==> src/rtl/pixel_scanner_pkg.sv <==
// Shared ray-pipeline types: coordinate widths, frame defaults and scanner states.
// generate_ray and pixel_scanner both import this so coordinate widths stay in step.
package pixel_scanner_pkg;

  localparam int PIXEL_WIDTH       = 800;
  localparam int PIXEL_HEIGHT      = 600;
  localparam int SAMPLES_PER_PIXEL = 4;
  localparam int COORD_W           = 10;
  localparam int SAMPLE_W          = 8;

  typedef logic [COORD_W-1:0]  coord_t;
  typedef logic [SAMPLE_W-1:0] sample_t;

  // Per-beat ray request handed to generate_ray.
  typedef struct packed {
    coord_t  x;
    coord_t  y;
    sample_t sample;
  } ray_req_t;

  typedef enum logic [1:0] {
    IDLE = 2'd0,
    SCAN = 2'd1,
    DONE = 2'd2
  } scan_state_t;

endpackage

==> src/rtl/pixel_scanner_wrap_counter.sv <==
// Up-counter that wraps from MAX back to 0; at_max_o feeds the next stage's enable.
module wrap_counter #(
  parameter int WIDTH = 10,
  parameter int MAX   = 0
) (
  input  logic             clk_i,
  input  logic             rst_ni,
  input  logic             en_i,
  input  logic             clr_i,
  output logic [WIDTH-1:0] count_o,
  output logic             at_max_o
);

  localparam logic [WIDTH-1:0] MaxVal = WIDTH'(MAX);

  logic [WIDTH-1:0] count_q, count_d;

  assign at_max_o = (count_q == MaxVal);
  assign count_o  = count_q;

  always_comb begin
    count_d = count_q;
    if (clr_i) begin
      count_d = '0;
    end else if (en_i) begin
      count_d = at_max_o ? '0 : count_q + WIDTH'(1);
    end
  end

  always_ff @(posedge clk_i or negedge rst_ni) begin
    if (!rst_ni) begin
      count_q <= '0;
    end else begin
      count_q <= count_d;
    end
  end

endmodule

==> src/rtl/pixel_scanner.sv <==
// Raster-order pixel coordinate source: every pixel issued SAMPLES_PER_PIXEL times,
// frozen by stall, with frame first/last/done flags for the accumulator.
//
// state | meaning
// IDLE  | waiting for start, outputs idle
// SCAN  | issuing beats, one per unstalled cycle
// DONE  | one-cycle frame_done pulse, then back to IDLE
module pixel_scanner #(
  parameter int PIXEL_WIDTH       = pixel_scanner_pkg::PIXEL_WIDTH,
  parameter int PIXEL_HEIGHT      = pixel_scanner_pkg::PIXEL_HEIGHT,
  parameter int SAMPLES_PER_PIXEL = pixel_scanner_pkg::SAMPLES_PER_PIXEL
) (
  input  logic                                 clk_i,
  input  logic                                 rst_ni,
  input  logic                                 start_i,
  input  logic                                 stall_i,
  output logic [pixel_scanner_pkg::COORD_W-1:0]  pixel_x_o,
  output logic [pixel_scanner_pkg::COORD_W-1:0]  pixel_y_o,
  output logic [pixel_scanner_pkg::SAMPLE_W-1:0] sample_idx_o,
  output logic                                 pixel_valid_o,
  output logic                                 frame_first_o,
  output logic                                 frame_last_o,
  output logic                                 frame_done_o,
  output logic                                 busy_o
);

  import pixel_scanner_pkg::*;

  scan_state_t state_q, state_d;

  logic                accept;
  logic                cnt_clr;
  logic                s_max, x_max, y_max;
  logic                last_beat;
  logic [SAMPLE_W-1:0] s_cnt;
  logic [COORD_W-1:0]  x_cnt, y_cnt;

  assign accept    = (state_q == SCAN) && !stall_i;
  assign cnt_clr   = (state_q != SCAN);
  assign last_beat = s_max && x_max && y_max;

  // Carry chain: sample -> x -> y. The last beat wraps all three back to zero.
  wrap_counter #(.WIDTH(SAMPLE_W), .MAX(SAMPLES_PER_PIXEL - 1)) u_sample (
    .clk_i    (clk_i),
    .rst_ni   (rst_ni),
    .en_i     (accept),
    .clr_i    (cnt_clr),
    .count_o  (s_cnt),
    .at_max_o (s_max)
  );

  wrap_counter #(.WIDTH(COORD_W), .MAX(PIXEL_WIDTH - 1)) u_x (
    .clk_i    (clk_i),
    .rst_ni   (rst_ni),
    .en_i     (accept && s_max),
    .clr_i    (cnt_clr),
    .count_o  (x_cnt),
    .at_max_o (x_max)
  );

  wrap_counter #(.WIDTH(COORD_W), .MAX(PIXEL_HEIGHT - 1)) u_y (
    .clk_i    (clk_i),
    .rst_ni   (rst_ni),
    .en_i     (accept && s_max && x_max),
    .clr_i    (cnt_clr),
    .count_o  (y_cnt),
    .at_max_o (y_max)
  );

  always_ff @(posedge clk_i or negedge rst_ni) begin
    if (!rst_ni) begin
      state_q <= IDLE;
    end else begin
      state_q <= state_d;
    end
  end

  always_comb begin
    state_d       = state_q;
    pixel_valid_o = 1'b0;
    frame_first_o = 1'b0;
    frame_last_o  = 1'b0;
    frame_done_o  = 1'b0;
    busy_o        = 1'b0;
    unique case (state_q)
      IDLE: begin
        if (start_i) state_d = SCAN;
      end
      SCAN: begin
        pixel_valid_o = 1'b1;
        busy_o        = 1'b1;
        frame_first_o = (s_cnt == '0) && (x_cnt == '0) && (y_cnt == '0);
        frame_last_o  = last_beat;
        if (accept && last_beat) state_d = DONE;
      end
      DONE: begin
        frame_done_o = 1'b1;
        busy_o       = 1'b1;
        state_d      = IDLE;
      end
      default: state_d = IDLE;
    endcase
  end

  assign pixel_x_o    = x_cnt;
  assign pixel_y_o    = y_cnt;
  assign sample_idx_o = s_cnt;

endmodule
==> config.mk <==
export PLATFORM = sky130hd
export DESIGN_NAME = pixel_scanner
export DESIGN_NICKNAME = d
export VERILOG_FILES = /design/src/rtl/pixel_scanner_pkg.sv /design/src/rtl/pixel_scanner_wrap_counter.sv /design/src/rtl/pixel_scanner.sv
export SDC_FILE = /design/constraint.sdc
export NUM_CORES = 1
export LEC_CHECK = 0
export CORE_UTILIZATION = 40
export DETAILED_ROUTE_END_ITERATION = 7
export PLACE_DENSITY = 0.62
export REMOVE_ABC_BUFFERS = 1
export SLEW_MARGIN = 20
export SYNTH_ARGS = -nofsm -noshare
export SYNTH_HDL_FRONTEND = slang
export SYNTH_SLANG_ARGS = --single-unit
==> constraint.sdc <==
create_clock -name clk_i -period 5.5 [get_ports clk_i]
set_input_delay 0.825 -clock clk_i [delete_from_list [all_inputs] [get_ports clk_i]]
set_output_delay 0.825 -clock clk_i [all_outputs]
set_load 0.005 [all_outputs]
== Yosys cells after proc, flatten, opt, wreduce, memory -nomap -nowiden ==
Cells that the tools add are included.
Operators by class
  muxes and demuxes: 17
  reduce and logical (&&, ||, !) cells: 18
  eq/ne operators: 8
  add/subtract/negate cells: 3
Operators by type and width (count)
  $mux W10: 6
  $mux W8: 3
  $add A10 B1 Y10 const B: 2
  $eq A10 B10 Y1 const B: 2
  $logic_not A10 Y1: 2
  $add A8 B1 Y8 const B: 1
  $eq A8 B2 Y1 const B: 1
  $logic_and A1 B1 Y1: 8
  $logic_not A8 Y1: 1
  $reduce_bool A2 Y1: 3
  $mux W1: 5
  $mux W2: 2
  $ne A2 B1 Y1 const B: 2
  $pmux W2 S2: 1
  $eq A2 B1 Y1 const B: 1
  $eq A2 B2 Y1 const B: 1
  $logic_not A2 Y1: 1
  $ne A2 B2 Y1 const B: 1
  $reduce_and A2 Y1: 1
  $reduce_or A2 Y1: 1
  $logic_not A1 Y1: 1
Storage, ports and cells
  register bits: 30
  bits of input ports: 4
  word-level logic and storage cells: 50
  output and inout bits: 33

== Depth between registers and ports, before layout ==
  depth in word-level cells: 6
  gate-level depth with buffers: 7
  gate-level depth less buffers: 7

== By module ==
Synthesis repeated with hierarchy kept, for this count alone.
Second synthesis, totals
  cell total of the unflattened synthesis: 198
  area, all modules: 1911.8 sq um
By module, submodules not included
  wrap_counter (u_x): instances 1, cells an instance 59, area an instance 594.3 sq um
  wrap_counter (u_y): instances 1, cells an instance 59, area an instance 585.6 sq um
  wrap_counter (u_sample): instances 1, cells an instance 47, area an instance 451.7 sq um
  pixel_scanner: instances 1, cells an instance 33, area an instance 280.3 sq um

== Worst setup path after synthesis ==
Ideal clock, no wire load.
  path kind: register -> output
  start: register u_y.count_q[8], in the netlist u_y.count_o[8]
  end: output frame_first_o
  slack: 2982 ps
  arrival time: 1693 ps
  required time: 4675 ps
  stages on the path, launching flop included: 4
  cell sequence: dfrtp_1 -> or4_1 -> or4_1 -> nor4_1
On the way
  word-level cells in the longest chain between the ends: 3
Ends and longest elaborated chain
  from (decl): RTL line pixel_scanner_wrap_counter.sv:16  | logic [WIDTH-1:0] count_q, count_d;
  from (signal assigned): RTL line pixel_scanner_wrap_counter.sv:34  | count_q <= count_d;
  $logic_not A10 Y1: RTL line pixel_scanner.sv:92  | frame_first_o = (s_cnt == '0) && (x_cnt == '0) && (y_cnt == '0);
  $logic_and A1 B1 Y1: RTL line pixel_scanner.sv:92
  $mux W1: RTL line pixel_scanner.sv:85  | unique case (state_q)
  to (decl): RTL line pixel_scanner.sv:21  | output logic frame_first_o,
Every way passes these cells.

== Worst setup path in the final report ==
Ends and elaborated chain as after synthesis.

==> results.md <==
* Run status: complete, no violations
* Post-route antenna net violation count at 0
* Site row count at 24
* Fin cells at 295
* Via count of the first global-routing pass at about 1500
* DRC violation count after routing at 0
* Total number of yosys warnings at 0
* Largest net degree at the start of global routing at 31
* Data required time at the worst endpoint at between 4 and 5 ns
* Clock Root Buffer: clkbuf_8
* Hold Fails Final Rpt at 0
* Vias per cell at between 5 and 6
* Post-Route Setup TNS at 0 ns
* Final antenna diode count at 0
* Count of flip-flops with a built-in enable after synthesis at 0
* Seq/Total Area, Yosys at 0.410
* Ratio of cells with drive above 1 in the final layout at 0.0741
* Ranking of synthesized cells by area: dfrtp_1, ha_1, nand2_1, o21ai_0, nand3_1
* Worst-skew pair later-pin latency at 0.28 ns
* Final standard cell area without fillers at 2330 sq um
* Net total in the final layout at about 260
* Average wire per standard cell at about 15 um
* Cell type with the largest total area after synthesis: dfrtp_1
* GR Util All Layers at 0.197
* Largest family of logic cells by synthesized area: simple AND/OR/NAND/NOR gates
* CTS tree: done
* I/O pin count at 37
* First-pass iteration count of the detailed router at 4
* Netlist cell types at 43
* Xor and xnor area share after synthesis at 0.0431
* Worst max-slew margin expressed relative to the limit at 0.568
* Number of vias after detailed routing at about 1600
* Final Core Density at 0.533
* Setup crit end kind: output pin
* Startpoint Class: register
* Die Ht at around 70 um
* Worst Clk Skew at around 0.0045 ns
* Leakage power of the design at between 0.9 and 1 nW
* Total die area at 4850 sq um
* Core Footprint at ~4400 sq um
* Placed insts at roughly 290
* Synth Area in Simple Gates at 0.282
* Proportion of synthesized flip-flops having asynchronous set or reset at 1.00
* Highest ir drop seen on vdd at 0.000154 V
* Largest fanout on the critical path at 6
* Compound-gate portion of the synthesized area at 0.144
* Sum of routed wire length over all layers at between 4000 and 5000 um
* Data arrival time of the critical path at between 2 and 3 ns
* Placement Cell Area at around 2200 sq um
* Horizontal die dimension at 69.6 um
* Number of max-capacitance violations reported at 0
* Most used DFF post-synth: dfrtp_1
* Time the final worst path needs with I/O delays and setup at approximately 3.5 ns
* Start-to-end type of the worst setup path: register to output pin
* Synth Area in Adders at 0.0684
* Starting Density at 0.417
* Remaining Overflow, GRT at 0
* Post-Syn Instances at 203
* Post-CTS setup buffer count at 0
* Clock Sinks at 30
* Placer's final routability congestion estimate at 0.873
* Quantity of I/O buffers inserted on ports at 36
* Clk buf depth at 2
* Type of the tightest min-delay check: register to register
* Post-detailed-placement half-perimeter wirelength at between 3000 and 4000 um
* Number of antenna violations at the first check in global routing at 0
* Mux cell area share after synthesis at 0.0198
* Final Slew Violations at 0
* Worst-case register-to-register setup slack at approximately 3.1 ns
* Final worst-path cycle share at 0.631
* H-tree depth at 2
* Syn-to-layout area delta at 27.6%
* Power per cell area at between 200 and 300 nW/um^2
* Number of buffers added by the clock tree synthesis step at 5
* Number of synthesized register bits at 30
* Finish-stage setup viols at 0
* Clock input transition at the sequential cells of the worst setup and hold paths at 0.06 ns
* Violation count after the first detailed-route iteration at ~130
* Hold Buf Count CTS at 0
* Number of fillers in the final layout at about 440
* Transition time of the tightest slew-check pin at around 0.64 ns
* First-pass GRT wire length at roughly 7500 um
* Unrepaired setup endpoints after global routing: false
* Mean instance size in the synthesized netlist at between 9 and 10 sq um
* Area share of the largest cell type after synthesis at 0.410
* Number of gates given a new drive strength after cts at 0
* Upper clock frequency limit at about 0.29 GHz
* Post-Syn Area at ~1800 sq um
[registers in the layout, summed over array words and instances (netlist names)]
register          cells
u_x.count_o          10
u_y.count_o          10
u_sample.count_o      8
state_q               2
[cell families after synthesis]
family	Yosys count
fa+ha+maj	10
buf+inv	16
simple gates	95
xor+xnor	9
compound gates	40
flops	30
mux	3
[final cells by class]
cell class	count	area, sq um	share of cell area
inverters	11	41.3	0.0177
multi-input cells	157	1020	0.436
clock inverters	1	5.00	0.00214
well taps	52	65.1	0.0279
clock buffers	7	86.3	0.0370
flip-flops and latches	30	751	0.322
repair buffers	37	368	0.158
[where the power goes]
group          switching (mW)  leakage (nW)  internal [mW]
Clock                  0.0783        0.0482          0.101
Sequential             0.0135         0.416          0.232
Combinational           0.114         0.502         0.0883
[placed cells by master, fill, tap and decap left out, types with 3 or more instances in the layout]
cell / n
ha_1: 10
a31oi_1: 4
nand3_1: 12
nand4_1: 7
o21ai_0: 14
xor2_1: 6
a21oi_1: 7
nor4_1: 6
dfrtp_1: 30
inv_1: 11
clkbuf_8: 6
and3_1: 4
nand2_1: 26
xnor2_1: 3
or4_1: 4
nor2_1: 16
clkdlybuf4s50_1: 36
nor3_1: 5
o31ai_1: 4
[synthesized netlist by cell type, drive strengths merged, types with 5 or more instances]
master and number:
nand3 12, a21oi 7, ha 10, xor2 6, o31ai 5, nand4 7
nand2 27, nor3 5, o21ai 15, or4 6, nor2 17, inv 11
and3 5, dfrtp 30, nor4 7
[layer usage]
metal / GRT usage / routed length, um
met5: 0 / 0
met4: 0.0533 / 53
met3: 0.0465 / 158
met2: 0.309 / 2040
met1: 0.275 / 2120
[metrics by stage]
step	hold WS (ns)	power (mW)	setup slack, ns
after floorplan	0.508	0.369	2.98
after global placement	0.530	0.453	2.31
after detailed placement	0.537	0.454	2.30
after CTS	0.552	0.637	1.98
after global routing	0.591	0.676	1.88
final	0.556	0.627	2.03
[critical path, stage by stage, from the launching register on]
cell and delay [ns]:
dfrtp_1 0.44, or4_1 0.60, or4_1 0.43, nor4_1 0.34, clkdlybuf4s50_1 0.56
[final timing paths]
kind	start	endpoint	cells after the start
max	u_y.count_o[8]	frame_first_o	4
min	state_q[1]	state_q[1]	1
max reg2reg	u_sample.count_o[5]	u_y.count_o[3]	5
min reg2reg	state_q[1]	state_q[1]	1
max in group asynchronous	rst_ni	u_sample.count_o[3]	2
min in group asynchronous	rst_ni	u_y.count_o[5]	2
Note: power is estimated with default switching activity, not from simulation.
